===== config.mk =====
export PLATFORM = sky130hd
export DESIGN_NAME = clk_stall_ctrl_flat
export DESIGN_NICKNAME = d
export VERILOG_FILES = /design/src/rtl/clk_stall_ctrl_if.sv /design/src/rtl/clk_stall_ctrl.sv /design/src/flat_wrapper.sv
export SDC_FILE = /design/constraint.sdc
export NUM_CORES = 1
export LEC_CHECK = 0
export ABC_AREA = 1
export CAP_MARGIN = 20
export CORE_UTILIZATION = 61
export DETAILED_ROUTE_END_ITERATION = 10
export GPL_TIMING_DRIVEN = 0
export PLACE_DENSITY = 0.85
export SETUP_SLACK_MARGIN = 0.1
export SYNTH_ARGS = -nofsm -noshare
export SYNTH_HDL_FRONTEND = slang
export SYNTH_SLANG_ARGS = --single-unit
export TNS_END_PERCENT = 20

===== constraint.sdc =====
create_clock -name clk -period 5.4 [get_ports clk]
set_clock_uncertainty 0.2 [all_clocks]
set_input_delay 1.08 -clock clk [delete_from_list [all_inputs] [get_ports clk]]
set_output_delay 1.08 -clock clk [all_outputs]
set_load 0.01 [all_outputs]

===== src/rtl/clk_stall_ctrl_if.sv =====
// Handshake/status bundle between the processor clock sequencer and its surroundings.
// The sequencer takes the slave side; whatever drives lock, stalls and divide requests takes the master side.
interface clk_stall_ctrl_if #(
    parameter int NUM_STALL = 2,
    parameter int DIV_W     = 4
) ();
    logic                 pll_locked;
    logic [NUM_STALL-1:0] stall_req;
    logic [DIV_W-1:0]     div_sel;
    logic                 div_load;
    logic                 proc_ce;
    logic                 proc_rst_n;
    logic                 stall_active;
    logic [NUM_STALL-1:0] stall_src;
    logic                 timeout;
    logic [15:0]          stall_cycles;

    modport master (
        output pll_locked, stall_req, div_sel, div_load,
        input  proc_ce, proc_rst_n, stall_active, stall_src, timeout, stall_cycles
    );

    modport slave (
        input  pll_locked, stall_req, div_sel, div_load,
        output proc_ce, proc_rst_n, stall_active, stall_src, timeout, stall_cycles
    );
endinterface


===== src/rtl/clk_stall_ctrl.sv =====
// Processor clock-enable and reset sequencer: lock bring-up, step-rate divider, stall merge, watchdog and stats.
// proc_ce is zero-latency on stall_req (combinational); all other outputs are registered one cycle.
// Stalls are always honoured; a stall on a step boundary holds the divider at that boundary until release.
module clk_stall_ctrl #(
    parameter int NUM_STALL = 2,
    parameter int DIV_W     = 4,
    parameter int LOCK_WAIT = 16,
    parameter int MAX_STALL = 255
) (
    input  logic               clk,
    input  logic               rst_n,
    clk_stall_ctrl_if.slave    bus
);
    localparam int              LW_W        = (LOCK_WAIT > 1) ? $clog2(LOCK_WAIT) : 1;
    localparam logic [LW_W-1:0] LOCK_LAST   = LW_W'(LOCK_WAIT - 1);
    localparam logic [15:0]     STALL_LIMIT = 16'(MAX_STALL);

    typedef enum logic [1:0] {
        S_WAIT_LOCK = 2'd0,
        S_SETTLE    = 2'd1,
        S_RUN       = 2'd2,
        S_STALL     = 2'd3
    } state_t;

    state_t               state_q, state_d;
    logic                 sync1_q, lock_s_q;
    logic [LW_W-1:0]      lock_cnt_q, lock_cnt_d;
    logic [DIV_W-1:0]     div_cur_q, div_cur_d;
    logic [DIV_W-1:0]     div_cnt_q, div_cnt_d;
    logic [DIV_W-1:0]     div_pend_q, div_pend_d;
    logic                 pend_vld_q, pend_vld_d;
    logic [15:0]          consec_q, consec_d;
    logic [15:0]          stall_cycles_q, stall_cycles_d;
    logic                 timeout_q, timeout_d;
    logic                 stall_active_q, stall_active_d;
    logic [NUM_STALL-1:0] stall_src_q, stall_src_d;
    logic                 proc_rst_n_q, proc_rst_n_d;

    logic any_stall, running, step_hit, proc_ce;

    assign any_stall = |bus.stall_req;
    assign running   = (state_q == S_RUN) || (state_q == S_STALL);
    assign step_hit  = (div_cnt_q == div_cur_q);
    // The first RUN cycle still has the processor in reset, so no step is offered there.
    assign proc_ce   = running & step_hit & ~any_stall & proc_rst_n_q;

    always_comb begin
        state_d        = state_q;
        lock_cnt_d     = lock_cnt_q;
        div_cur_d      = div_cur_q;
        div_cnt_d      = div_cnt_q;
        div_pend_d     = div_pend_q;
        pend_vld_d     = pend_vld_q;
        consec_d       = consec_q;
        stall_cycles_d = stall_cycles_q;
        timeout_d      = timeout_q;
        stall_active_d = running & any_stall;
        stall_src_d    = bus.stall_req;
        proc_rst_n_d   = running;

        case (state_q)
            S_WAIT_LOCK: if (lock_s_q) begin
                state_d    = S_SETTLE;
                lock_cnt_d = '0;
            end
            S_SETTLE: begin
                if (lock_cnt_q == LOCK_LAST) state_d = S_RUN;
                else                         lock_cnt_d = lock_cnt_q + LW_W'(1);
            end
            S_RUN:   if (any_stall)  state_d = S_STALL;
            S_STALL: if (!any_stall) state_d = S_RUN;
            default: state_d = S_WAIT_LOCK;
        endcase

        if (running && !any_stall) begin
            if (step_hit) begin
                div_cnt_d = '0;
                if (proc_ce && pend_vld_q) begin
                    div_cur_d  = div_pend_q;
                    pend_vld_d = 1'b0;
                end
            end else begin
                div_cnt_d = div_cnt_q + DIV_W'(1);
            end
        end

        if (bus.div_load) begin
            if (!running) begin
                div_cur_d  = bus.div_sel;
                div_cnt_d  = '0;
                pend_vld_d = 1'b0;
            end else begin
                div_pend_d = bus.div_sel;
                pend_vld_d = 1'b1;
            end
        end

        if (running && any_stall && stall_cycles_q != 16'hFFFF)
            stall_cycles_d = stall_cycles_q + 16'd1;

        if (!any_stall)                             consec_d = '0;
        else if (running && consec_q != 16'hFFFF)   consec_d = consec_q + 16'd1;

        if (MAX_STALL != 0 && consec_d == STALL_LIMIT)
            timeout_d = 1'b1;

        // Lock loss wins over everything else this cycle; divide settings survive it.
        if (state_q != S_WAIT_LOCK && !lock_s_q) begin
            state_d    = S_WAIT_LOCK;
            lock_cnt_d = '0;
            div_cnt_d  = '0;
            div_cur_d  = div_cur_q;
            div_pend_d = div_pend_q;
            pend_vld_d = pend_vld_q;
            consec_d   = '0;
            timeout_d  = timeout_q;
        end
    end

    always_ff @(posedge clk or negedge rst_n) begin
        if (!rst_n) begin
            state_q        <= S_WAIT_LOCK;
            sync1_q        <= 1'b0;
            lock_s_q       <= 1'b0;
            lock_cnt_q     <= '0;
            div_cur_q      <= '0;
            div_cnt_q      <= '0;
            div_pend_q     <= '0;
            pend_vld_q     <= 1'b0;
            consec_q       <= '0;
            stall_cycles_q <= '0;
            timeout_q      <= 1'b0;
            stall_active_q <= 1'b0;
            stall_src_q    <= '0;
            proc_rst_n_q   <= 1'b0;
        end else begin
            state_q        <= state_d;
            sync1_q        <= bus.pll_locked;
            lock_s_q       <= sync1_q;
            lock_cnt_q     <= lock_cnt_d;
            div_cur_q      <= div_cur_d;
            div_cnt_q      <= div_cnt_d;
            div_pend_q     <= div_pend_d;
            pend_vld_q     <= pend_vld_d;
            consec_q       <= consec_d;
            stall_cycles_q <= stall_cycles_d;
            timeout_q      <= timeout_d;
            stall_active_q <= stall_active_d;
            stall_src_q    <= stall_src_d;
            proc_rst_n_q   <= proc_rst_n_d;
        end
    end

    assign bus.proc_ce      = proc_ce;
    assign bus.proc_rst_n   = proc_rst_n_q;
    assign bus.stall_active = stall_active_q;
    assign bus.stall_src    = stall_src_q;
    assign bus.timeout      = timeout_q;
    assign bus.stall_cycles = stall_cycles_q;
endmodule


===== src/flat_wrapper.sv =====
// flat-port wrapper written by rule: the top's interface ports become plain ports
module clk_stall_ctrl_flat 
#(
    parameter int NUM_STALL = 2,
    parameter int DIV_W     = 4,
    parameter int LOCK_WAIT = 16,
    parameter int MAX_STALL = 255
)
  (clk, rst_n, bus_pll_locked, bus_stall_req, bus_div_sel, bus_div_load, bus_proc_ce, bus_proc_rst_n, bus_stall_active, bus_stall_src, bus_timeout, bus_stall_cycles);
  clk_stall_ctrl_if #(.NUM_STALL(NUM_STALL), .DIV_W(DIV_W)) bus_i ();
  input  logic clk;
  input  logic rst_n;
  input wire logic [$bits(bus_i.pll_locked)-1:0] bus_pll_locked;
  input wire logic [$bits(bus_i.stall_req)-1:0] bus_stall_req;
  input wire logic [$bits(bus_i.div_sel)-1:0] bus_div_sel;
  input wire logic [$bits(bus_i.div_load)-1:0] bus_div_load;
  output wire logic [$bits(bus_i.proc_ce)-1:0] bus_proc_ce;
  output wire logic [$bits(bus_i.proc_rst_n)-1:0] bus_proc_rst_n;
  output wire logic [$bits(bus_i.stall_active)-1:0] bus_stall_active;
  output wire logic [$bits(bus_i.stall_src)-1:0] bus_stall_src;
  output wire logic [$bits(bus_i.timeout)-1:0] bus_timeout;
  output wire logic [$bits(bus_i.stall_cycles)-1:0] bus_stall_cycles;
  assign bus_i.pll_locked = bus_pll_locked;
  assign bus_i.stall_req = bus_stall_req;
  assign bus_i.div_sel = bus_div_sel;
  assign bus_i.div_load = bus_div_load;
  assign bus_proc_ce = bus_i.proc_ce;
  assign bus_proc_rst_n = bus_i.proc_rst_n;
  assign bus_stall_active = bus_i.stall_active;
  assign bus_stall_src = bus_i.stall_src;
  assign bus_timeout = bus_i.timeout;
  assign bus_stall_cycles = bus_i.stall_cycles;
  clk_stall_ctrl #(.NUM_STALL(NUM_STALL), .DIV_W(DIV_W), .LOCK_WAIT(LOCK_WAIT), .MAX_STALL(MAX_STALL)) u_core (.clk(clk), .rst_n(rst_n), .bus(bus_i));
endmodule

==> impl_metrics.json, run 1 <==
{
  "rows": 25,
  "cts_hold_buf": 0,
  "layout-drive-gt1-share_pct": 6.34,
  "setup_slack_ns": 0.916,
  "endpoint_kind": "output pin",
  "worst_pin_slew_ns": 0.510,
  "synth_flop_cell": "dfrtp_1",
  "mostFrequentLayoutCells": "nand2_1 (123), nor2_1 (73), dfrtp_1 (58)",
  "clk_latency_ns": 0.35,
  "synth_area_sq_mm": 0.00319,
  "grt_usage_pct": 31.2,
  "finalSetupTns_ns": 0,
  "synth.avg_cell_area_sq_um": 7.51,
  "final_util_pct": 78.3,
  "vias": 2906,
  "clock.fmax_ghz": 0.223,
  "portBuffers": 31,
  "grt_pass1_wl_microns": 12600,
  "grt_pass1_vias": 2814,
  "finalSetupViolCount": 0,
  "final_cells": 540,
  "hold_depth": 0,
  "clk_pin_slew_ns": 0.06,
  "dp_cells": 524,
  "drt_iter0_drc": 209,
  "min_period_ns": 4.48,
  "clkPwrFrac_pct": 28.9,
  "critPathKind": "input port to output pin",
  "cts_buffer_depth": 2,
  "dieArea_sq_mm": 0.00553,
  "postPlaceCellArea_sq_mm": 0.00360,
  "synth_edf_count": 0,
  "yosys_warnings": 0,
  "async_flop_share_pct": 100,
  "start_util_pct": 65.4,
  "arrival_ns": 3.20,
  "routed_wirelength_microns": 7510,
  "cts_tree": "yes",
  "antenna_cells": 0,
  "synthesis.nets": 439,
  "cts_sinks": 58,
  "die_h_microns": 74.4,
  "fin_nets": 482,
  "rsz0062_at_grt": "false",
  "synth.distinct_cells": 30,
  "ys_top_cells_by_area": "dfrtp_1 (45%), nand2_1 (14%), nor2_1 (8.6%)",
  "cp-start-kind": "input port",
  "wire_per_inst_microns": 13.9,
  "relSlewSlack_pct": 66.0,
  "root_buffer": "clkbuf_8",
  "power.density_mw_per_mm2": 405,
  "final_area_sq_mm": 0.00382,
  "place_ws_ns": 0.918,
  "die_w_microns": 74.4,
  "htree_levels": 3,
  "dr.pass1.iters": 5,
  "comb_power_share_pct": 31.5,
  "fin_crit_sh_pct": 83.0,
  "io_pins": 32,
  "place_hpwl_microns": 5130,
  "vias_per_cell": 5.38,
  "p_int_mw": 0.984,
  "p_seq_share_pct": 39.6,
  "max-vdd-ir-drop_uv": 327,
  "power_leakage_nw": 1.87,
  "min_path_type": "flop to flop",
  "ant_nets": 0,
  "grt_max_degree": 41,
  "r2r_cells": 16,
  "ys_seq_area_share_pct": 45.5,
  "yosysTopAreaCellShare_pct": 45.5,
  "total_power_mw": 1.55,
  "syn_inst": 425,
  "drc": 0,
  "fp.coreArea_sq_mm": 0.00488,
  "worstPathRequired_ns": 4.12,
  "synth_top_area_cell": "dfrtp_1",
  "max_cap_viol_count": 0,
  "status": "finished clean",
  "switching_share_pct": 36.4,
  "cts_resized": 0,
  "synth-seq-cells": 58,
  "grt_overflow": 0,
  "cts_buffers": 9,
  "antenna_found_initial": 0,
  "p_sw_mw": 0.563,
  "area_delta_synth_final_pct": 19.7,
  "final_common_cell": "nand2_1",
  "place_congestion": 0.881,
  "post_cts_buffers": 0,
  "finalHoldViolations": 0,
  "whs_ns": 0.166,
  "crit_fanout": 6,
  "drv_slew": 0
}
[cell families after synthesis]
| group | synth area share, % |
|---|---|
| AND/OR/NAND/NOR | 33.7 |
| flip-flops | 45.5 |
| buffers and inverters | 7.17 |
| AO/OA/AOI/OAI | 5.25 |
| XOR/XNOR | 6.86 |
| adder cells (fa/ha/maj) | 1.57 |
[registers in the layout, indices dropped and copies added, names as in the netlist]
name                     flops
u_core.bus.stall_cycles     16
u_core.consec_q             16
u_core.div_cnt_q             4
u_core.div_cur_q             4
u_core.div_pend_q            4
u_core.lock_cnt_q            4
u_core.bus.stall_src         2
u_core.state_q               2
u_core.bus.proc_rst_n        1
u_core.bus.stall_active      1
u_core.bus.timeout           1
u_core.lock_s_q              1
u_core.pend_vld_q            1
u_core.sync1_q               1
[power groups by stage]
stage	logic, mW	clock network [mW]	registers (mW)
5_1_grt	0.549	0.464	0.623
6_report	0.488	0.447	0.612
2_1_floorplan	0.315	0	0.607
3_3_place_gp	0.452	0	0.608
3_5_place_dp	0.472	0	0.614
4_1_cts	0.482	0.448	0.609
[layout make-up]
| cell class | instances | area (sq um) |
|---|---|---|
| Inverter | 49 | 184 |
| Clock buffer | 11 | 141 |
| Tap cell | 67 | 83.8 |
| Sequential cell | 58 | 1450 |
| Clock inverter | 5 | 77.6 |
| Fill cell | 357 | 1060 |
| Timing Repair Buffer | 32 | 325 |
| Buffer | 7 | 45.0 |
| Multi-Input combinational cell | 311 | 1510 |
[worst max-delay path, cell delays in order]
cell,delay [ns]
clkdlybuf4s50_1,0.43
nor2_2,0.26
inv_1,0.21
nor2_1,0.30
inv_2,0.10
nor2_1,0.11
nand2_1,0.10
inv_1,0.09
clkdlybuf4s50_1,0.53
[path summary, 6_finish.rpt]
kind / startpoint / slack [ns] / endpoint
min in group asynchronous: rst_n / 0.47 / u_core.div_cur_q[3]
worst min-delay path: u_core.sync1_q / 0.17 / u_core.lock_s_q
worst min register to register: u_core.sync1_q / 0.17 / u_core.lock_s_q
worst max-delay path: bus_stall_req[1] / 0.92 / bus_proc_ce
max in group asynchronous: rst_n / 3.96 / u_core.consec_q[10]
worst max register to register: u_core.consec_q[0] / 3.04 / u_core.bus.timeout
[Yosys cell counts (2+ instances only)]
| cell | number |
|---|---|
| xnor2_1 | 8 |
| clkbuf_1 | 4 |
| nand4_1 | 12 |
| xor2_1 | 17 |
| ha_1 | 4 |
| dfrtp_1 | 58 |
| nor2_1 | 73 |
| nor2_4 | 2 |
| nand3b_1 | 2 |
| a21oi_1 | 15 |
| and3_1 | 2 |
| a22oi_1 | 2 |
| nand3_1 | 29 |
| o21ai_0 | 7 |
| nor3_1 | 4 |
| inv_1 | 48 |
| nand2_1 | 123 |
| nor2_2 | 3 |
[layer usage]
metal	up-vias	GRT usage [%]	part of all wire (%)
met5	-	0	0
met4	0	13.6	1.9
met2	87	52.5	50
li1	1429	-	-
met3	13	7.72	6.2
met1	1377	38.2	42
(Power assumes the default switching activity.)
==> run 2: changes to the inputs <==
--- a/config.mk
+++ b/config.mk
@@ -7,10 +7,10 @@
 export LEC_CHECK = 0
 export ABC_AREA = 1
 export CAP_MARGIN = 20
-export CORE_UTILIZATION = 61
+export CORE_UTILIZATION = 57
 export DETAILED_ROUTE_END_ITERATION = 10
 export GPL_TIMING_DRIVEN = 0
-export PLACE_DENSITY = 0.85
+export PLACE_DENSITY = 0.8
 export SETUP_SLACK_MARGIN = 0.1
 export SYNTH_ARGS = -nofsm -noshare
 export SYNTH_HDL_FRONTEND = slang
==> constraint.sdc (replaced) <==
create_clock -name clk -period 4.4 [get_ports clk]
set_clock_uncertainty 0.2 [all_clocks]
set_input_delay 0.88 -clock clk [delete_from_list [all_inputs] [get_ports clk]]
set_output_delay 0.88 -clock clk [all_outputs]
set_load 0.01 [all_outputs]
==> impl_metrics.json, run 2 (synthesis gave the netlist of run 1 again) <==
{
  "layout-drive-gt1-share_pct": 5.94,
  "antenna_cells": 0,
  "cts_tree": "yes",
  "postPlaceCellArea_sq_mm": 0.00361,
  "place_hpwl_microns": 5210,
  "clock.fmax_ghz": 0.245,
  "place_congestion": 0.895,
  "finalSetupTns_ns": 0,
  "clk_pin_slew_ns": 0.06,
  "drv_slew": 0,
  "fin_crit_sh_pct": 92.9,
  "cts_buffer_depth": 2,
  "min_path_type": "flop to flop",
  "area_delta_synth_final_pct": 17.9,
  "grt_usage_pct": 26.8,
  "whs_ns": 0.150,
  "io_pins": 32,
  "wire_per_inst_microns": 13.2,
  "dieArea_sq_mm": 0.00591,
  "cts_sinks": 58,
  "rsz0062_at_grt": "false",
  "clk_latency_ns": 0.34,
  "cts_resized": 0,
  "grt_pass1_vias": 2821,
  "drt_iter0_drc": 191,
  "fin_nets": 482,
  "mostFrequentLayoutCells": "nand2_1 (123), nor2_1 (73), dfrtp_1 (58)",
  "rows": 26,
  "htree_levels": 3,
  "final_cells": 541,
  "setup_slack_ns": 0.314,
  "start_util_pct": 61.0,
  "final_common_cell": "nand2_1",
  "antenna_found_initial": 0,
  "finalSetupViolCount": 0,
  "vias": 2845,
  "die_h_microns": 76.8,
  "min_period_ns": 4.09,
  "endpoint_kind": "output pin",
  "cts_hold_buf": 0,
  "grt_overflow": 0,
  "p_seq_share_pct": 42.7,
  "finalHoldViolations": 0,
  "r2r_cells": 15,
  "drc": 0,
  "grt_max_degree": 36,
  "final_area_sq_mm": 0.00376,
  "total_power_mw": 1.75,
  "comb_power_share_pct": 33.7,
  "clkPwrFrac_pct": 23.6,
  "post_cts_buffers": 0,
  "critPathKind": "input port to output pin",
  "routed_wirelength_microns": 7120,
  "portBuffers": 31,
  "root_buffer": "clkbuf_8",
  "ant_nets": 0,
  "die_w_microns": 76.8,
  "max_cap_viol_count": 0,
  "power_leakage_nw": 1.85,
  "p_int_mw": 1.09,
  "final_util_pct": 71.9,
  "max-vdd-ir-drop_uv": 411,
  "place_ws_ns": 0.302,
  "cp-start-kind": "input port",
  "cts_buffers": 9,
  "fp.coreArea_sq_mm": 0.00524,
  "relSlewSlack_pct": 61.3,
  "crit_fanout": 6,
  "power.density_mw_per_mm2": 465,
  "status": "finished clean",
  "worst_pin_slew_ns": 0.581,
  "p_sw_mw": 0.665,
  "worstPathRequired_ns": 3.32,
  "switching_share_pct": 38.0,
  "dp_cells": 527,
  "hold_depth": 0,
  "arrival_ns": 3.01,
  "vias_per_cell": 5.26,
  "grt_pass1_wl_microns": 12400,
  "dr.pass1.iters": 7
}
run 2: power groups by stage:
stage | clock network (mW) | logic (mW) | registers, mW
floorplan | 0 | 0.387 | 0.745
global placement | 0 | 0.560 | 0.748
detailed placement | 0 | 0.587 | 0.755
CTS | 0.420 | 0.590 | 0.747
global route | 0.438 | 0.662 | 0.764
finish | 0.413 | 0.591 | 0.748
run 2: layer usage:
metal	global-route usage [%]	vias up	part of all wire, %
li1	-	1423	-
met5	0	-	0
met1	33.4	1330	45
met2	44.7	83	48
met3	6.19	9	5.5
met4	10.8	0	1.5
run 2: worst max-delay path, cell delays in order:
cell	delay, ns
clkdlybuf4s50_1	0.43
nor2_2	0.26
inv_1	0.21
nor2_1	0.28
inv_2	0.10
nor2_1	0.13
nand2_1	0.10
inv_1	0.08
clkdlybuf4s50_1	0.54
run 2: final cells by class:
type | instances | area (sq um)
Multi-Input combinational cell | 311 | 1510
Fill cell | 419 | 1470
Sequential cell | 58 | 1450
Timing Repair Buffer | 32 | 325
Inverter | 49 | 184
Clock buffer | 11 | 141
Tap cell | 70 | 87.6
Buffer | 7 | 45.0
Clock inverter | 3 | 17.5
run 2: worst paths after layout:
kind	from	to	slack, ns
setup / recovery	bus_stall_req[1]	bus_proc_ce	0.31
hold reg to reg	u_core.sync1_q	u_core.lock_s_q	0.15
hold / removal	u_core.sync1_q	u_core.lock_s_q	0.15
min in group asynchronous	rst_n	u_core.bus.stall_cycles[0]	0.34
setup reg to reg	u_core.consec_q[0]	u_core.bus.timeout	2.10
max in group asynchronous	rst_n	u_core.bus.stall_cycles[14]	3.07
